[src/rtl/usb_tx_pkg.sv]
// Shared types and constants for the USB TX packet scheduler.
package usb_tx_pkg;

  localparam int unsigned WORD_W     = 16;
  localparam int unsigned BUF_W      = 256;
  localparam int unsigned CNT_W      = 5;
  localparam int unsigned HASH_WORDS = 16;
  localparam int unsigned PKT_WORDS  = 2;

  localparam logic [WORD_W-1:0] HASH_HDR = 16'h54D2;

  typedef enum logic [1:0] {
    IDLE     = 2'd0,
    KICK     = 2'd1,
    FEED     = 2'd2,
    WAIT_EOP = 2'd3
  } sched_state_t;

  // Everything latched from the winning requester in the grant cycle
  typedef struct packed {
    logic              is_hash;
    logic [WORD_W-1:0] hdr;
    logic [CNT_W-1:0]  words;
    logic [BUF_W-1:0]  payload;
  } grant_t;

endpackage

[src/rtl/usb_tx_scheduler_edge_detect.sv]
// Rising-edge detector with one input register stage; rise_c is high for one cycle.
module usb_tx_scheduler_edge_detect (
  input  logic clk,
  input  logic n_rst,
  input  logic d,
  output logic rise_c
);

  logic d_q;
  logic d_qq;

  always_ff @(posedge clk or negedge n_rst) begin
    if (!n_rst) begin
      d_q  <= 1'b0;
      d_qq <= 1'b0;
    end else begin
      d_q  <= d;
      d_qq <= d_q;
    end
  end

  assign rise_c = d_q & ~d_qq;

endmodule

[src/rtl/usb_tx_scheduler.sv]
// Arbitrates hash results and short host responses, kicks the USB TX block
// and feeds it payload words on read_enable edges until EOP, error or timeout.
module usb_tx_scheduler #(
  parameter int unsigned KICK_CYCLES = 2,
  parameter int unsigned TIMEOUT     = 4096,
  parameter logic [15:0] HASH_HDR    = usb_tx_pkg::HASH_HDR
) (
  input  logic         clk,
  input  logic         n_rst,
  input  logic         hash_valid,
  input  logic [255:0] hash_data,
  output logic         hash_ready,
  input  logic         pkt_valid,
  input  logic [15:0]  pkt_hdr,
  input  logic [31:0]  pkt_data,
  output logic         pkt_ready,
  output logic [15:0]  tx_data,
  output logic         transmit_start,
  output logic         transmit_empty,
  input  logic         read_enable,
  input  logic         tx_eop,
  input  logic         tx_error,
  output logic         done,
  output logic         done_src,
  output logic         done_err
);

  import usb_tx_pkg::*;

  localparam int unsigned KC_W = (KICK_CYCLES > 1) ? $clog2(KICK_CYCLES) : 1;
  localparam int unsigned TO_W = $clog2(TIMEOUT + 1);

  sched_state_t      state_q, state_d;
  grant_t            grant_c;
  logic              re_rise_c, eop_rise_c, abort_c, last_kick_c, pick_hash_c;
  logic              rr_hash_q, rr_hash_d;
  logic              src_hash_q, src_hash_d;
  logic [BUF_W-1:0]  buf_q, buf_d;
  logic [CNT_W-1:0]  words_q, words_d;
  logic [KC_W-1:0]   kick_q, kick_d;
  logic [TO_W-1:0]   to_q, to_d;
  logic [WORD_W-1:0] tx_data_d;
  logic              start_d, empty_d, hash_ready_d, pkt_ready_d;
  logic              done_d, done_src_d, done_err_d;

  usb_tx_scheduler_edge_detect u_re_edge (
    .clk    (clk),
    .n_rst  (n_rst),
    .d      (read_enable),
    .rise_c (re_rise_c)
  );

  usb_tx_scheduler_edge_detect u_eop_edge (
    .clk    (clk),
    .n_rst  (n_rst),
    .d      (tx_eop),
    .rise_c (eop_rise_c)
  );

  // Round-robin pick only matters when both requesters are valid
  assign pick_hash_c = hash_valid && (!pkt_valid || rr_hash_q);

  always_comb begin
    grant_c.is_hash = pick_hash_c;
    grant_c.hdr     = pkt_hdr;
    grant_c.words   = CNT_W'(PKT_WORDS);
    grant_c.payload = {pkt_data, {(BUF_W - 32){1'b0}}};
    if (pick_hash_c) begin
      grant_c.hdr     = HASH_HDR;
      grant_c.words   = CNT_W'(HASH_WORDS);
      grant_c.payload = hash_data;
    end
  end

  assign abort_c = (state_q != IDLE) &&
                   (tx_error || (((state_q == FEED) || (state_q == WAIT_EOP)) &&
                                 (to_q == TO_W'(TIMEOUT))));
  assign last_kick_c = (kick_q == KC_W'(KICK_CYCLES - 1));

  always_ff @(posedge clk or negedge n_rst) begin
    if (!n_rst) state_q <= IDLE;
    else        state_q <= state_d;
  end

  always_comb begin
    state_d = state_q;
    case (state_q)
      IDLE:     if (hash_valid || pkt_valid) state_d = KICK;
      KICK:     if (abort_c) state_d = IDLE;
                else if (last_kick_c) state_d = FEED;
      FEED:     if (abort_c) state_d = IDLE;
                else if (re_rise_c && (words_q == CNT_W'(1))) state_d = WAIT_EOP;
      WAIT_EOP: if (abort_c || eop_rise_c) state_d = IDLE;
      default:  state_d = IDLE;
    endcase
  end

  // Next values for the datapath and the registered outputs
  always_comb begin
    tx_data_d    = tx_data;
    start_d      = transmit_start;
    empty_d      = transmit_empty;
    hash_ready_d = 1'b0;
    pkt_ready_d  = 1'b0;
    done_d       = 1'b0;
    done_src_d   = done_src;
    done_err_d   = done_err;
    rr_hash_d    = rr_hash_q;
    src_hash_d   = src_hash_q;
    buf_d        = buf_q;
    words_d      = words_q;
    kick_d       = kick_q;
    to_d         = to_q;

    if (re_rise_c) to_d = '0;
    else if ((state_q == FEED) || (state_q == WAIT_EOP)) to_d = to_q + TO_W'(1);

    if (abort_c) begin
      start_d    = 1'b0;
      empty_d    = 1'b0;
      done_d     = 1'b1;
      done_err_d = 1'b1;
      done_src_d = src_hash_q;
    end else begin
      case (state_q)
        IDLE: begin
          if (hash_valid || pkt_valid) begin
            hash_ready_d = grant_c.is_hash;
            pkt_ready_d  = !grant_c.is_hash;
            start_d      = grant_c.is_hash;
            empty_d      = !grant_c.is_hash;
            src_hash_d   = grant_c.is_hash;
            rr_hash_d    = !rr_hash_q;
            tx_data_d    = grant_c.hdr;
            buf_d        = grant_c.payload;
            words_d      = grant_c.words;
            kick_d       = '0;
          end
        end
        KICK: begin
          if (last_kick_c) begin
            start_d = 1'b0;
            empty_d = 1'b0;
            to_d    = '0;
          end else begin
            kick_d = kick_q + KC_W'(1);
          end
        end
        FEED: begin
          if (re_rise_c) begin
            tx_data_d = buf_q[BUF_W-1 -: WORD_W];
            buf_d     = {buf_q[BUF_W-WORD_W-1:0], WORD_W'(0)};
            words_d   = words_q - CNT_W'(1);
          end
        end
        WAIT_EOP: begin
          if (eop_rise_c) begin
            done_d     = 1'b1;
            done_err_d = 1'b0;
            done_src_d = src_hash_q;
          end
        end
        default: ;
      endcase
    end
  end

  always_ff @(posedge clk or negedge n_rst) begin
    if (!n_rst) begin
      tx_data        <= '0;
      transmit_start <= 1'b0;
      transmit_empty <= 1'b0;
      hash_ready     <= 1'b0;
      pkt_ready      <= 1'b0;
      done           <= 1'b0;
      done_src       <= 1'b0;
      done_err       <= 1'b0;
      rr_hash_q      <= 1'b0;
      src_hash_q     <= 1'b0;
      buf_q          <= '0;
      words_q        <= '0;
      kick_q         <= '0;
      to_q           <= '0;
    end else begin
      tx_data        <= tx_data_d;
      transmit_start <= start_d;
      transmit_empty <= empty_d;
      hash_ready     <= hash_ready_d;
      pkt_ready      <= pkt_ready_d;
      done           <= done_d;
      done_src       <= done_src_d;
      done_err       <= done_err_d;
      rr_hash_q      <= rr_hash_d;
      src_hash_q     <= src_hash_d;
      buf_q          <= buf_d;
      words_q        <= words_d;
      kick_q         <= kick_d;
      to_q           <= to_d;
    end
  end

endmodule

[config.mk]
export PLATFORM = sky130hd
export DESIGN_NAME = usb_tx_scheduler
export DESIGN_NICKNAME = d
export VERILOG_FILES = /design/src/rtl/usb_tx_pkg.sv /design/src/rtl/usb_tx_scheduler_edge_detect.sv /design/src/rtl/usb_tx_scheduler.sv
export SDC_FILE = /design/constraint.sdc
export NUM_CORES = 1
export LEC_CHECK = 0
export BUFFER_PORTS_ARGS = -buffer_cell sky130_fd_sc_hd__clkbuf_2
export CORE_MARGIN = 3
export CORE_UTILIZATION = 45
export DETAILED_ROUTE_END_ITERATION = 12
export GPL_ROUTABILITY_DRIVEN = 0
export PLACE_DENSITY = 0.76
export SYNTH_ARGS = -nofsm -noshare
export SYNTH_HDL_FRONTEND = slang
export SYNTH_SLANG_ARGS = --single-unit
[constraint.sdc]
create_clock -name clk -period 1.95 [get_ports clk]
set_input_delay 0.0975 -clock clk [delete_from_list [all_inputs] [get_ports clk]]
set_output_delay 0.0975 -clock clk [all_outputs]
set_load 0.05 [all_outputs]
==> results_dict.tcl <==
set metrics [dict create \
    ys_seq_area_share_pct 52.14 \
    fin_ws_ns -0.01196 \
    wl_per_cell_um 18.27 \
    ys.flop_type "dfrtp_1" \
    cp_max_fo 45 \
    cts_buffer_depth 3 \
    r2r_slack_ns -0.01 \
    leakage_nw 9.977 \
    fillCellCount 2557 \
    fin_crit_sh_pct 100.6 \
    yosysTopAreaCellShare_pct 52.14 \
    setup_tns_ns -0.02259 \
    synth_area_mm2 0.01469 \
    cts_root_buf "clkbuf_16" \
    hp-class "input pin to flop" \
    final_cells 2589 \
    final_common_cell "nand2_1" \
    skew_ns 0.01321 \
    drt_pass1_iterations 5 \
    required_ns 2.37 \
    setup_viol 2 \
    die_area_mm2 0.03484 \
    design_area_mm2 0.01990 \
    worst_pin_slew_ns 0.4846 \
    drtIter0Drc 1183 \
    r2r_end "buf_q[58]$_DFFE_PN0P_" \
    rows 65 \
    cts_buffers 34 \
    yosysWarnings 0 \
    outcome "finished with violations" \
    grt_use_total_pct 26.13 \
    fmax_ghz 0.5097 \
    synthesis.instances 1714 \
    relSlewSlack_pct 67.45 \
    grt_max_degree 86 \
    placedInstanceArea_mm2 0.01715 \
    path_clk_slew_ns 0.06 \
    syn_avg_cell_area_um2 8.568 \
    grt_pass1_vias 14210 \
    ys_ff_latch 306 \
    holdWs_ns 0.003251 \
    drc_errors 0 \
    cts.sinks 306 \
    mappedNetlistNets 2029 \
    synth_largest_area_cell "dfrtp_1" \
    r2r_cells 7 \
    grt_pass1_wl_um 74380 \
    peakVddDrop_v 0.0007579 \
    layout-drive-gt1-share_pct 24.81 \
    r2r_start "to_q[7]$_DFF_PN0_" \
    cp.arrival_ns 2.38 \
    port_buffers 333 \
    power.density_mw_per_mm2 1393 \
    antenna_found_initial 8 \
    dp_cells 2395 \
    max_cap_violations 0 \
    postRouteAntennaNets 0 \
    die_w_um 186.7 \
    slew_viol_final 0 \
    rsz0062_at_grt "true" \
    coreArea_mm2 0.03188 \
    total_power_mw 27.73 \
    fp.dieH_um 186.7 \
    worstSetupPathType "flop to flop" \
    htree_levels 2 \
    synth_area_leaders "dfrtp_1 (52%), o21ai_0 (9.6%), and3_1 (9.3%), nand2_1 (9.2%), a21oi_1 (7.5%)" \
    nNetsFinal 2446 \
    hpwl_um 30670 \
    critPathLaunchType "flop" \
    critPathLaunch "to_q[7]$_DFF_PN0_" \
    ioPinCount 334 \
    period_needed_ns 1.962 \
    clkLatencyLatePin_ns 0.50 \
    overflow 0 \
    violations "setup timing" \
    layout_common_cells "nand2_1 (349), clkbuf_2 (333), dfrtp_1 (306), o21ai_0 (241), a21oi_1 (220)" \
    synth_cell_types 43 \
    finalWirelength_um 47290 \
    synth_edf_count 0 \
    finalHoldViolations 0 \
    tritoncts "built" \
    start_util_pct 46.06 \
    vias 14250 \
    postSynth.asyncResetShare_pct 100.0 \
    syn_to_final_growth_pct 35.54 \
    endpoint_kind "flop" \
    routed_via_density 5.504 \
    setup.worst_path.end "buf_q[58]$_DFFE_PN0P_" \
]
## flip-flops by register name, indices dropped and copies added (netlist names), 2 cells and up
name / flops
words_q: 5
to_q: 13
buf_q: 256
tx_data: 16
state_q: 2
## final cells by class
cell class                 instances  area (µm²)  area share (%)
clock inverter                     8       67.56          0.3395
multi-input combinational       1244        6466           32.49
antenna                            2       5.005         0.02514
inverter                           9       33.78          0.1697
sequential                       306        7657           38.47
clock buffer                      49        1071           5.381
tap                              435       544.3           2.734
timing repair buffer             536        4059           20.39
## per-layer routing
metal / up-vias / track usage (%) / routed length, µm
met5: - / 0 / 79
met4: 12 / 9.392 / 1719
met3: 145 / 4.697 / 3304
met2: 630 / 43.38 / 22910
met1: 6715 / 34.58 / 19280
li1: 6747 / - / -
## metrics by stage
stage | util [%] | worst slack, ns
finish | 62.43 | -0.01196
detailed placement | 53.78 | -0.06568
global route | 62.43 | -0.08901
floorplan | - | 0.01394
global placement | 53.78 | -0.01637
CTS | 61.24 | -0.003405
## cell usage after synthesis (2+ instances only)
cell type  number
a211oi_1        3
a21o_1          2
a21oi_1       220
a22o_1          2
a31o_2         33
a31oi_1         2
and3_1        219
buf_1           3
buf_2          36
buf_4          11
buf_6           2
clkbuf_1      103
dfrtp_1       306
ha_1            4
inv_1           9
mux2i_1         2
nand2_1       359
nand2b_1        2
nand3_1         5
nand4_1         5
nor2_1         54
nor2b_1         5
nor3_1          5
nor4_1          2
nor4bb_1        2
o21ai_0       283
or3_1           8
xnor2_1         6
xor2_1          7
## power breakdown
part	total, mW	switching, mW	leakage [nW]	internal (mW)
sequential	10.5	1.64	4.02	8.89
clock	6.47	2.54	0.568	3.93
combinational	10.7	6.42	5.39	4.32
total	27.7	10.6	9.98	17.1
## worst max-delay path, cell delays in order (launching register included)
cell and delay (ns):
dfrtp_1 0.41, nor4bb_4 0.35, a41oi_4 0.18, a2bb2o_4 0.34
buf_12 0.19, buf_16 0.20, nand2_1 0.09, o21ai_1 0.10
## worst min-delay path by stage
stage / from / to / slack [ns] / cells past startpoint
4_1_cts: hash_data[137] / buf_q[137]$_DFFE_PN0P_ / 0.00002 / 4
2_1_floorplan: n_rst / buf_q[0]$_DFFE_PN0P_ / -0.20 / 0
6_report: hash_data[103] / buf_q[103]$_DFFE_PN0P_ / 0.003 / 4
5_1_grt: hash_data[130] / buf_q[130]$_DFFE_PN0P_ / 0.004 / 4
3_5_place_dp: n_rst / buf_q[144]$_DFFE_PN0P_ / 0.03 / 1
3_3_place_gp: n_rst / buf_q[150]$_DFFE_PN0P_ / 0.03 / 1
## what timing repair did
action	CTS	global route
resized for setup	4	85
cloned	0	6
setup buffers	1	6
hold buffers	121	1
setup endpoints to repair	139	267
hold endpoints to repair	396	1
pin swaps	2	2
## cell families (layout without fill, tap and decap cells)
kind of cell    after synthesis  after routing  share of synthesized area, %
simple gates                668            668                         21.39
compound gates              556            556                         20.26
flops                       306            306                         52.14
buf+inv                     164            602                         4.882
xor+xnor                     13             13                        0.7753
fa+ha+maj                     4              4                        0.3408
mux                           3              3                        0.2130
other cells                   0              2                             0
Power figures use the tool's default switching activity.
